==> config.mk <==
export PLATFORM = sky130hd
export DESIGN_NAME = rom_load_arbiter_flat
export DESIGN_NICKNAME = d
export VERILOG_FILES = /design/src/rtl/rom_load_arbiter_if.sv /design/src/rtl/rom_load_arbiter.sv /design/src/flat_wrapper.sv
export SDC_FILE = /design/constraint.sdc
export NUM_CORES = 1
export LEC_CHECK = 0
export ABC_CLOCK_PERIOD_IN_PS = 2400
export BUFFER_PORTS_ARGS = -buffer_cell sky130_fd_sc_hd__buf_2
export CAP_MARGIN = 20
export CORE_AREA = 2 2 93 163
export CTS_CLUSTER_DIAMETER = 60
export DETAILED_ROUTE_END_ITERATION = 8
export DIE_AREA = 0 0 95 165
export PLACE_DENSITY = 0.79
export SETUP_SLACK_MARGIN = 0.3
export SYNTH_ARGS = -nofsm -noshare
export SYNTH_HDL_FRONTEND = slang
export SYNTH_SLANG_ARGS = --single-unit
==> constraint.sdc <==
create_clock -name clock -period 2.4 [get_ports clock]
set_input_delay 0.24 -clock clock [delete_from_list [all_inputs] [get_ports clock]]
set_output_delay 0.24 -clock clock [all_outputs]
set_load 0.02 [all_outputs]
==> src/rtl/rom_load_arbiter_if.sv <==
// Memory port between rom_load_arbiter (master) and the core memory controller (slave).
// 16-bit word port with byte enables and a one-cycle ack.
interface rom_load_arbiter_if #(
  parameter int unsigned MEM_AW = 24
) ();
  logic              mem_req;
  logic              mem_we;
  logic [MEM_AW-1:0] mem_addr;
  logic [15:0]       mem_wdata;
  logic [1:0]        mem_be;
  logic              mem_ack;
  logic [15:0]       mem_rdata;

  modport master (
    output mem_req, mem_we, mem_addr, mem_wdata, mem_be,
    input  mem_ack, mem_rdata
  );

  modport slave (
    input  mem_req, mem_we, mem_addr, mem_wdata, mem_be,
    output mem_ack, mem_rdata
  );
endinterface

==> src/rtl/rom_load_arbiter.sv <==
// rom_load_arbiter: packs the ioctl ROM byte stream into little-endian 16-bit writes and
// shares the memory port with a runtime read requester. Writes always win over reads.
// Optional: define ROM_LOAD_CHECKSUM_EN to build a 16-bit running sum of accepted bytes.
module rom_load_arbiter #(
  parameter int unsigned MEM_AW     = 24,
  parameter logic [7:0]  ROM_INDEX  = 8'h00,
  parameter int unsigned BASE_WADDR = 0
) (
  input  logic                clock,
  input  logic                reset_n,
  input  logic                ioctl_download,
  input  logic [7:0]          ioctl_index,
  input  logic                ioctl_wr,
  input  logic [24:0]         ioctl_addr,
  input  logic [7:0]          ioctl_dout,
  output logic                ioctl_wait,
  input  logic                rd_req,
  input  logic [MEM_AW-1:0]   rd_addr,
  output logic [15:0]         rd_data,
  output logic                rd_ack,
  rom_load_arbiter_if.master  mem,
  output logic                load_busy,
  output logic                load_done,
  output logic                overrun,
  output logic [15:0]         checksum
);

  typedef enum logic [1:0] {StIdle, StWrite, StRead} state_e;

  state_e            state_q, state_d;
  logic              dl_q, dl_d;
  logic              done_pend_q, done_pend_d;
  logic              overrun_q, overrun_d;
  logic [7:0]        lo_q, lo_d;
  logic              lo_valid_q, lo_valid_d;
  logic [MEM_AW-1:0] lo_waddr_q, lo_waddr_d;
  logic              wb_valid_q, wb_valid_d;
  logic [MEM_AW-1:0] wb_addr_q, wb_addr_d;
  logic [15:0]       wb_data_q, wb_data_d;
  logic [1:0]        wb_be_q, wb_be_d;
  logic              mem_req_q, mem_req_d;
  logic              mem_we_q, mem_we_d;
  logic [MEM_AW-1:0] mem_addr_q, mem_addr_d;
  logic [15:0]       mem_wdata_q, mem_wdata_d;
  logic [1:0]        mem_be_q, mem_be_d;
  logic [15:0]       rd_data_q, rd_data_d;
  logic              rd_ack_q, rd_ack_d;

  logic              active, rise, fall, accept;
  logic [MEM_AW-1:0] byte_waddr;

  assign active     = ioctl_download && (ioctl_index == ROM_INDEX);
  assign rise       = active && !dl_q;
  assign fall       = dl_q && !ioctl_download;
  // A byte is only taken when the write buffer is empty (ioctl_wait low).
  assign accept     = active && ioctl_wr && !wb_valid_q;
  assign byte_waddr = MEM_AW'(ioctl_addr[24:1]) + MEM_AW'(BASE_WADDR);

  assign ioctl_wait = wb_valid_q;
  assign load_done  = done_pend_q && !wb_valid_q && !lo_valid_q;
  assign load_busy  = dl_q || (done_pend_q && !load_done);
  assign overrun    = overrun_q;
  assign rd_data    = rd_data_q;
  assign rd_ack     = rd_ack_q;

  assign mem.mem_req   = mem_req_q;
  assign mem.mem_we    = mem_we_q;
  assign mem.mem_addr  = mem_addr_q;
  assign mem.mem_wdata = mem_wdata_q;
  assign mem.mem_be    = mem_be_q;

  // Byte packing, write-buffer fill/drain, download edge tracking and overrun.
  always_comb begin
    dl_d        = active;
    done_pend_d = done_pend_q;
    overrun_d   = overrun_q;
    lo_d        = lo_q;
    lo_valid_d  = lo_valid_q;
    lo_waddr_d  = lo_waddr_q;
    wb_valid_d  = wb_valid_q;
    wb_addr_d   = wb_addr_q;
    wb_data_d   = wb_data_q;
    wb_be_d     = wb_be_q;
    if (rise) begin
      overrun_d   = 1'b0;
      done_pend_d = 1'b0;
    end
    if (state_q == StWrite && mem.mem_ack) wb_valid_d = 1'b0;
    if (active && ioctl_wr && wb_valid_q) overrun_d = 1'b1;
    if (accept) begin
      if (!ioctl_addr[0]) begin
        // A stale low byte without its partner goes out on its own first.
        if (lo_valid_q) begin
          wb_valid_d = 1'b1;
          wb_addr_d  = lo_waddr_q;
          wb_data_d  = {8'h00, lo_q};
          wb_be_d    = 2'b01;
        end
        lo_d       = ioctl_dout;
        lo_valid_d = 1'b1;
        lo_waddr_d = byte_waddr;
      end else begin
        wb_valid_d = 1'b1;
        wb_addr_d  = byte_waddr;
        if (lo_valid_q && lo_waddr_q == byte_waddr) begin
          wb_data_d = {ioctl_dout, lo_q};
          wb_be_d   = 2'b11;
        end else begin
          wb_data_d = {ioctl_dout, 8'h00};
          wb_be_d   = 2'b10;
        end
        lo_valid_d = 1'b0;
      end
    end else if ((fall || done_pend_q) && lo_valid_q && !wb_valid_q) begin
      wb_valid_d = 1'b1;
      wb_addr_d  = lo_waddr_q;
      wb_data_d  = {8'h00, lo_q};
      wb_be_d    = 2'b01;
      lo_valid_d = 1'b0;
    end
    if (load_done) done_pend_d = 1'b0;
    if (fall) done_pend_d = 1'b1;
  end

  // Pack and write-buffer state.
  always_ff @(posedge clock or negedge reset_n) begin
    if (!reset_n) begin
      dl_q        <= 1'b0;
      done_pend_q <= 1'b0;
      overrun_q   <= 1'b0;
      lo_q        <= '0;
      lo_valid_q  <= 1'b0;
      lo_waddr_q  <= '0;
      wb_valid_q  <= 1'b0;
      wb_addr_q   <= '0;
      wb_data_q   <= '0;
      wb_be_q     <= '0;
    end else begin
      dl_q        <= dl_d;
      done_pend_q <= done_pend_d;
      overrun_q   <= overrun_d;
      lo_q        <= lo_d;
      lo_valid_q  <= lo_valid_d;
      lo_waddr_q  <= lo_waddr_d;
      wb_valid_q  <= wb_valid_d;
      wb_addr_q   <= wb_addr_d;
      wb_data_q   <= wb_data_d;
      wb_be_q     <= wb_be_d;
    end
  end

  // Port arbitration FSM; the incoming buffer fill is seen so a same-cycle read loses.
  always_comb begin
    state_d     = state_q;
    mem_req_d   = mem_req_q;
    mem_we_d    = mem_we_q;
    mem_addr_d  = mem_addr_q;
    mem_wdata_d = mem_wdata_q;
    mem_be_d    = mem_be_q;
    rd_data_d   = rd_data_q;
    rd_ack_d    = 1'b0;
    unique case (state_q)
      StIdle: begin
        if (wb_valid_d) begin
          state_d     = StWrite;
          mem_req_d   = 1'b1;
          mem_we_d    = 1'b1;
          mem_addr_d  = wb_addr_d;
          mem_wdata_d = wb_data_d;
          mem_be_d    = wb_be_d;
        end else if (rd_req && !rd_ack_q) begin
          // rd_req is still held in the rd_ack cycle; do not re-issue it.
          state_d    = StRead;
          mem_req_d  = 1'b1;
          mem_we_d   = 1'b0;
          mem_addr_d = rd_addr;
          mem_be_d   = 2'b11;
        end
      end
      StWrite: begin
        if (mem.mem_ack) begin
          state_d   = StIdle;
          mem_req_d = 1'b0;
          mem_we_d  = 1'b0;
        end
      end
      StRead: begin
        if (mem.mem_ack) begin
          state_d   = StIdle;
          mem_req_d = 1'b0;
          rd_data_d = mem.mem_rdata;
          rd_ack_d  = 1'b1;
        end
      end
      default: begin
        state_d   = StIdle;
        mem_req_d = 1'b0;
        mem_we_d  = 1'b0;
      end
    endcase
  end

  // FSM and registered memory-port outputs.
  always_ff @(posedge clock or negedge reset_n) begin
    if (!reset_n) begin
      state_q     <= StIdle;
      mem_req_q   <= 1'b0;
      mem_we_q    <= 1'b0;
      mem_addr_q  <= '0;
      mem_wdata_q <= '0;
      mem_be_q    <= '0;
      rd_data_q   <= '0;
      rd_ack_q    <= 1'b0;
    end else begin
      state_q     <= state_d;
      mem_req_q   <= mem_req_d;
      mem_we_q    <= mem_we_d;
      mem_addr_q  <= mem_addr_d;
      mem_wdata_q <= mem_wdata_d;
      mem_be_q    <= mem_be_d;
      rd_data_q   <= rd_data_d;
      rd_ack_q    <= rd_ack_d;
    end
  end

`ifdef ROM_LOAD_CHECKSUM_EN
  logic [15:0] csum_q, csum_d;

  // Wrapping sum of accepted bytes, restarted by each matching download.
  always_comb begin
    csum_d = csum_q;
    if (rise) csum_d = 16'h0000;
    if (accept) csum_d = csum_d + {8'h00, ioctl_dout};
  end

  // Checksum register.
  always_ff @(posedge clock or negedge reset_n) begin
    if (!reset_n) csum_q <= 16'h0000;
    else          csum_q <= csum_d;
  end

  assign checksum = csum_q;
`else
  assign checksum = 16'h0000;
`endif

endmodule

==> src/flat_wrapper.sv <==
// flat-port wrapper written by rule: the top's interface ports become plain ports
module rom_load_arbiter_flat 
#(
  parameter int unsigned MEM_AW     = 24,
  parameter logic [7:0]  ROM_INDEX  = 8'h00,
  parameter int unsigned BASE_WADDR = 0
)
  (clock, reset_n, ioctl_download, ioctl_index, ioctl_wr, ioctl_addr, ioctl_dout, ioctl_wait, rd_req, rd_addr, rd_data, rd_ack, load_busy, load_done, overrun, checksum, mem_mem_req, mem_mem_we, mem_mem_addr, mem_mem_wdata, mem_mem_be, mem_mem_ack, mem_mem_rdata);
  rom_load_arbiter_if #(.MEM_AW(MEM_AW)) mem_i ();
  input  logic clock;
  input  logic reset_n;
  input  logic ioctl_download;
  input  logic [7:0] ioctl_index;
  input  logic ioctl_wr;
  input  logic [24:0] ioctl_addr;
  input  logic [7:0] ioctl_dout;
  output logic ioctl_wait;
  input  logic rd_req;
  input  logic [MEM_AW-1:0] rd_addr;
  output logic [15:0] rd_data;
  output logic rd_ack;
  output logic load_busy;
  output logic load_done;
  output logic overrun;
  output logic [15:0] checksum;
  output wire logic [$bits(mem_i.mem_req)-1:0] mem_mem_req;
  output wire logic [$bits(mem_i.mem_we)-1:0] mem_mem_we;
  output wire logic [$bits(mem_i.mem_addr)-1:0] mem_mem_addr;
  output wire logic [$bits(mem_i.mem_wdata)-1:0] mem_mem_wdata;
  output wire logic [$bits(mem_i.mem_be)-1:0] mem_mem_be;
  input wire logic [$bits(mem_i.mem_ack)-1:0] mem_mem_ack;
  input wire logic [$bits(mem_i.mem_rdata)-1:0] mem_mem_rdata;
  assign mem_mem_req = mem_i.mem_req;
  assign mem_mem_we = mem_i.mem_we;
  assign mem_mem_addr = mem_i.mem_addr;
  assign mem_mem_wdata = mem_i.mem_wdata;
  assign mem_mem_be = mem_i.mem_be;
  assign mem_i.mem_ack = mem_mem_ack;
  assign mem_i.mem_rdata = mem_mem_rdata;
  rom_load_arbiter #(.MEM_AW(MEM_AW), .ROM_INDEX(ROM_INDEX), .BASE_WADDR(BASE_WADDR)) u_core (.clock(clock), .reset_n(reset_n), .ioctl_download(ioctl_download), .ioctl_index(ioctl_index), .ioctl_wr(ioctl_wr), .ioctl_addr(ioctl_addr), .ioctl_dout(ioctl_dout), .ioctl_wait(ioctl_wait), .rd_req(rd_req), .rd_addr(rd_addr), .rd_data(rd_data), .rd_ack(rd_ack), .mem(mem_i), .load_busy(load_busy), .load_done(load_done), .overrun(overrun), .checksum(checksum));
endmodule
Word-level counts from Yosys, hierarchy flattened:

Cells that the tools add are included.
Widths: inputs -> output; s select.

* register bits after elaboration: 142
* input bits: 87

* reduce and logical (&&, ||, !) cells: 35
* multiplexer cells: 43
* bitwise operators: 2
* eq/ne operators: 6

Operators with widths (count)
* $mux 24: 6
* $mux 16: 4
* $eq 24x24->1: 1
* $mux 1: 20
* $mux 2: 9
* $logic_and 1x1->1: 14
* $reduce_and 2->1: 5
* $logic_not 8->1: 1
* $mux 8: 1
* $logic_not 1->1: 6
* $reduce_bool 2->1: 3
* $pmux 2 s2: 1
* $ne 3x1->1 const B: 1
* $pmux 1 s3: 1
* $reduce_and 3->1: 1
* $reduce_bool 3->1: 1
* $eq 2x1->1 const B: 1
* $eq 2x2->1 const B: 1
* $logic_not 2->1: 1
* $logic_or 1x1->1: 2
* $ne 2x1->1 const B: 1
* $ne 2x2->1 const B: 1
* $not 1->1: 2
* $pmux 1 s2: 1
* $reduce_or 2->1: 1

Logic depth before layout (Yosys ltp):

* depth in word-level cells: 9
* gate-level depth with buffers: 9
* gate-level depth less buffers: 8

Worst setup path before layout:

Ideal clock, no wire load.

* path kind: reg2reg
* start point: register u_core.wb_valid_q (netlist: u_core.ioctl_wait)
* end point: register u_core.mem_wdata_q[10] (netlist: u_core.mem.mem_wdata[10])
* data arrival time: 1938 ps
* slack: 337 ps
* cell stages (with the launch flop): 9
* data required time: 2275 ps
* library setup time: 125 ps
* period minus slack after synthesis: 2063 ps
* path through: dfrtp_1 -> buf_6 -> nand2b_4 -> buf_6 -> o21bai_4 -> buf_6 -> a31o_4 -> nor2_8 -> mux2_4

* longest elaborated chain between the ends: 5

RTL lines
* start, declared: line rom_load_arbiter.sv:37 `logic wb_valid_q, wb_valid_d;`
* start signal, assigned: line rom_load_arbiter.sv:145 `wb_valid_q <= wb_valid_d;`
* $mux 1 or $logic_not 1->1 (tied branches): line rom_load_arbiter.sv:88, rom_load_arbiter.sv:56, rom_load_arbiter.sv:114
* $mux 1 or $logic_and 1x1->1 (tied branches): line rom_load_arbiter.sv:93, rom_load_arbiter.sv:114
* $mux 1, on equally long branches: line rom_load_arbiter.sv:91, rom_load_arbiter.sv:114
* $mux 1: line rom_load_arbiter.sv:90 `if (accept) begin`
* $reduce_and 2->1 (no source line)
* end signal, assigned: line rom_load_arbiter.sv:219 `mem_wdata_q <= mem_wdata_d;`
* end, declared: line rom_load_arbiter.sv:44 `logic [15:0] mem_wdata_q, mem_wdata_d;`

Parallel ways exist; a longest one is shown, timed or not.
A chain may end at the register's enable or synchronous reset.

Worst setup path after layout:

* start point: register u_core.wb_valid_q (netlist: u_core.ioctl_wait)
* end point: register u_core.mem_addr_q[17] (netlist: u_core.mem.mem_addr[17])

* longest elaborated chain between the ends: 6

RTL lines
* $mux 1 or $logic_not 1->1 (tied branches): line rom_load_arbiter.sv:88, rom_load_arbiter.sv:56, rom_load_arbiter.sv:114
* $mux 1 or $logic_and 1x1->1 (tied branches): line rom_load_arbiter.sv:93, rom_load_arbiter.sv:114
* $mux 1, on equally long branches: line rom_load_arbiter.sv:91, rom_load_arbiter.sv:114
* $mux 1: line rom_load_arbiter.sv:90
* $reduce_bool 2->1 (no source line)
* $reduce_and 2->1 (no source line)
* end signal, assigned: line rom_load_arbiter.sv:218 `mem_addr_q <= mem_addr_d;`
* end, declared: line rom_load_arbiter.sv:43 `logic [MEM_AW-1:0] mem_addr_q, mem_addr_d;`

Parallel ways exist; a longest one is shown, timed or not.

==> metrics.txt <==
# TYPE chip_impl_metric gauge
chip_impl_metric{name="avgRoutedWirePerCell",unit="um"} 20.3
chip_impl_metric{name="setup_viol",unit=""} 0
chip_impl_metric{name="floorplan.rows",unit=""} 58
chip_impl_metric{name="pin_count_of_the_biggest_net_entering_global_routing",unit=""} 72
chip_impl_metric{name="global_route.overflow_total",unit=""} 0
chip_impl_info{name="hold_class",value="in2reg"} 1
chip_impl_metric{name="post-place-cells",unit=""} 967
chip_impl_metric{name="dp.final_hpwl",unit="um"} 13800
chip_impl_info{name="ys_top_cells_by_area",value="dfrtp_1, mux2i_1, mux2_2, o221a_1, a211o_1"} 1
chip_impl_metric{name="post_layout_nonfiller_instances",unit=""} 1005
chip_impl_metric{name="timing_worst_slew_pin_value",unit="ns"} 0.684
chip_impl_metric{name="number_of_antenna_violations_at_the_first_check_in_global_routing",unit=""} 1
chip_impl_metric{name="first_pass_grt_wire_length",unit="um"} 31900
chip_impl_metric{name="design.portCount",unit=""} 168
chip_impl_metric{name="timing.critical_path.required",unit="ns"} 2.75
chip_impl_metric{name="globalRouteMet3Util",unit=""} 0.0461
chip_impl_info{name="synth_flop_cell",value="dfrtp_1"} 1
chip_impl_metric{name="start_util",unit=""} 0.543
chip_impl_metric{name="insertion_delay",unit="ns"} 0.42
chip_impl_metric{name="post-synth-top-area-fraction",unit=""} 0.457
chip_impl_metric{name="remaining_routing_drc_violations",unit=""} 0
chip_impl_metric{name="ir_drop",unit="V"} 0.000827
chip_impl_metric{name="shortest_clock_period_the_worst_path_allows_after_layout",unit="ns"} 2.07
chip_impl_metric{name="cts_max_path_buffers",unit=""} 2
chip_impl_info{name="path_delay_family",value="compound AO/OA/AOI/OAI gates"} 1
chip_impl_metric{name="routabilityCongestion",unit=""} 0.874
chip_impl_metric{name="cts-buffers-inserted",unit=""} 17
chip_impl_metric{name="drtAntennaViolNets",unit=""} 0
chip_impl_metric{name="maxSlewHeadroom",unit=""} 0.543
chip_impl_metric{name="fmax",unit="GHz"} 0.483
chip_impl_metric{name="static-leakage-power",unit="nW"} 4.46
chip_impl_metric{name="number_of_vias_in_the_routed_layout",unit=""} 6067
chip_impl_metric{name="syn2layout_area_growth",unit="%"} 19.1
chip_impl_info{name="yosys.area.top_type",value="dfrtp_1"} 1
chip_impl_info{name="status",value="complete, no violations"} 1
chip_impl_info{name="synth_top_family_by_area",value="multiplexers"} 1
chip_impl_metric{name="synth.area.mux_share",unit=""} 0.189
chip_impl_info{name="worst-setup-path-type",value="reg2reg"} 1
chip_impl_metric{name="simple_gate_fraction_of_synth_area",unit=""} 0.0932
chip_impl_metric{name="cp.buffers_inverters",unit=""} 2
chip_impl_metric{name="synth_fa_ha_area_frac",unit=""} 0.00483
chip_impl_metric{name="yosys_register_bits",unit=""} 142
chip_impl_metric{name="compound_cell_area_share_of_the_yosys_netlist",unit=""} 0.163
chip_impl_metric{name="detail_route.wirelength",unit="um"} 20400
chip_impl_metric{name="synthCells",unit=""} 665
chip_impl_info{name="timing.critical_path.slowest_stage_cell",value="dfrtp_1"} 1
chip_impl_metric{name="final_min_period_over_clock_period",unit=""} 0.863
chip_impl_metric{name="synth_area",unit="sq um"} 7770
chip_impl_metric{name="initialDrtViolationCount",unit=""} 334
chip_impl_info{name="crit_chain",value="nand2b_4, o21bai_4, buf_4, a31o_4, nand2_2, buf_4, o221a_1"} 1
chip_impl_metric{name="global_route.usage.total",unit=""} 0.265
chip_impl_metric{name="crit_path_max_fo",unit=""} 24
chip_impl_metric{name="cts_num_sinks",unit=""} 142
chip_impl_metric{name="ys_seq_area_frac",unit=""} 0.457
chip_impl_metric{name="die-area",unit="sq um"} 15700
chip_impl_metric{name="timing.max_cap.violations",unit=""} 0
chip_impl_metric{name="report.final.slew_viol_count",unit=""} 0
chip_impl_metric{name="synth_cell_type_count",unit=""} 59
chip_impl_info{name="start_kind",value="register"} 1
chip_impl_metric{name="clkTransAtPathRegs",unit="ns"} 0.06
chip_impl_metric{name="final_total_negative_setup_slack",unit="ns"} 0
chip_impl_info{name="cts_tree",value="built"} 1
chip_impl_metric{name="report.final.hold_viol_count",unit=""} 0
chip_impl_metric{name="via_count_of_the_first_global_routing_pass",unit=""} 6379
chip_impl_metric{name="worst_clock_skew",unit="ns"} 0.0106
chip_impl_metric{name="grt_util_met1",unit=""} 0.289
chip_impl_metric{name="num-nets-final",unit=""} 900
chip_impl_metric{name="placeableCoreArea",unit="sq um"} 14300
chip_impl_info{name="layer_with_the_highest_usage_after_global_routing",value="met2"} 1
chip_impl_metric{name="post_synth_xor_area_fraction",unit=""} 0.0271
chip_impl_metric{name="grt_use_met2",unit=""} 0.483
chip_impl_metric{name="count_of_synthesis_stage_warnings_from_yosys",unit=""} 0
chip_impl_metric{name="powerDensity",unit="nW/um^2"} 922
chip_impl_metric{name="synth-edff-count",unit=""} 0
chip_impl_metric{name="drt_pass1_iterations",unit=""} 5
chip_impl_metric{name="htree_num_levels",unit=""} 4
chip_impl_info{name="clockRootBuffer",value="clkbuf_16"} 1
chip_impl_metric{name="worst-r2r-setup-slack",unit="ns"} 0.33
chip_impl_metric{name="stage_delay_of_the_slowest_cell_on_the_critical_path",unit="ns"} 0.45
chip_impl_metric{name="chip_width",unit="um"} 95
chip_impl_metric{name="critPathArrivalTime",unit="ns"} 2.42
chip_impl_metric{name="asyncSetResetFlopFracSynth",unit=""} 1.00
chip_impl_info{name="critical_path.most_common_cell",value="buf_4"} 1
chip_impl_metric{name="layout_cells_sized_above_1",unit=""} 0.371
chip_impl_info{name="crit_path_end_kind",value="register"} 1
chip_impl_info{name="grt_setup_unrepaired",value="no"} 1
chip_impl_metric{name="syn-mean-instance-area",unit="sq um"} 11.7
chip_impl_metric{name="vias_per_cell",unit=""} 6.04
chip_impl_metric{name="io_buffers",unit=""} 151
chip_impl_metric{name="die_height",unit="um"} 165
==> cells by family after synthesis <==
logic type	Yosys count
compound gates	168
flops	142
mux	136
simple gates	108
buf+inv	83
xor+xnor	24
fa+ha+maj	3
other cells	1
==> sequential cells by signal, summed over array words and instances (netlist names), 2 cells and up <==
signal and count:
u_core.wb_data_q 16, u_core.lo_q 8, u_core.mem.mem_wdata 16, u_core.rd_data 16, u_core.mem.mem_addr 24, u_core.mem.mem_be 2
u_core.wb_addr_q 24, u_core.lo_waddr_q 24, u_core.wb_be_q 2, u_core.state_q 2
==> metal layers <==
layer,routed length (um),part of all wire
met5,0,0
met4,730,0.036
met3,953,0.047
met2,11300,0.55
met1,7460,0.37
==> worst paths after layout <==
check / start / endpoint / depth (start not counted)
worst max-delay path: u_core.ioctl_wait / u_core.mem.mem_addr[17] / 7
worst min-delay path: mem_mem_rdata[14] / u_core.rd_data[14] / 2
worst max register to register: u_core.ioctl_wait / u_core.mem.mem_addr[17] / 7
worst min register to register: u_core.rd_data[13] / u_core.rd_data[13] / 1
max in group asynchronous: reset_n / u_core.mem.mem_addr[5] / 3
min in group asynchronous: reset_n / u_core.mem.mem_wdata[12] / 2
==> cells in the final DEF, fill, tap and decap left out, types with 19 or more instances in the layout <==
cell type    n
buf_2      150
dfrtp_1    141
mux2i_1     72
mux2_2      54
a21oi_1     37
nor2_1      31
xnor2_1     24
a31oi_1     24
a211o_1     24
o21ai_0     22
o221a_1     19
==> synthesized netlist by cell type (2+ instances only) <==
| cell type | count |
|---|---|
| dfrtp_1 | 142 |
| mux2i_1 | 72 |
| mux2_2 | 54 |
| a21oi_1 | 37 |
| nor2_1 | 32 |
| buf_4 | 26 |
| a211o_1 | 24 |
| a31oi_1 | 24 |
| xnor2_1 | 24 |
| o21ai_0 | 22 |
| o221a_1 | 19 |
| nand2_1 | 18 |
| inv_1 | 17 |
| clkbuf_1 | 14 |
| buf_2 | 13 |
| nand3_1 | 11 |
| buf_6 | 10 |
| a211oi_1 | 8 |
| mux2_4 | 8 |
| nand3b_1 | 8 |
| nor4b_2 | 8 |
| o2111ai_1 | 8 |
| o21bai_1 | 8 |
| nand4_1 | 5 |
| o221a_2 | 5 |
| nor2b_1 | 4 |
| ha_1 | 3 |
| nand2b_1 | 3 |
| a31o_4 | 2 |
| and4_1 | 2 |
| mux2_1 | 2 |
| nand2_2 | 2 |
| nor2_4 | 2 |
| nor4_4 | 2 |
| o22ai_1 | 2 |
==> power breakdown <==
part | switching [mW] | total [mW] | internal (mW)
logic | 1.51 | 2.63 | 1.11
registers | 0.301 | 3.23 | 2.93
clock network | 1.10 | 2.68 | 1.58
total | 2.92 | 8.54 | 5.62
==> area by class of cell <==
cell class	count	area (sq um)
diodes	2	5.00
clock buffers	18	439
clock inverters	14	154
fillers	1088	5040
inverters	19	71.3
multi-input cells	455	3790
flip-flops and latches	142	3550
well taps	180	225
repair buffers	175	1020
==> what timing repair did <==
action                                  CTS  global route
setup buffers                             0             3
endpoints found under the setup margin   15            64
gates resized for setup                   1             3
endpoints found under the hold margin    39             0
pin swaps                                 0             1
hold buffers                              1             0
==> worst register-to-register path, stage by stage, from the launching register on <==
cell and delay (ns):
dfrtp_1 0.45, nand2b_4 0.23, o21bai_4 0.25, buf_4 0.17, a31o_4 0.26, nand2_2 0.05
buf_4 0.30, o221a_1 0.28
==> stage by stage <==
stage	setup WS, ns	instance area, sq um	power (mW)	util	hold WS (ns)
final	0.328	9260	8.54	0.648	0.0471
after CTS	0.313	9220	8.58	0.645	0.0394
after global placement	0.311	8610	5.77	0.602	0.164
after detailed placement	0.207	8610	5.90	0.602	0.177
after floorplan	0.337	7830	4.99	-	-0.0556
after global routing	0.277	9260	8.91	0.647	0.0323
No activity file was read; power rests on OpenSTA's default activity.
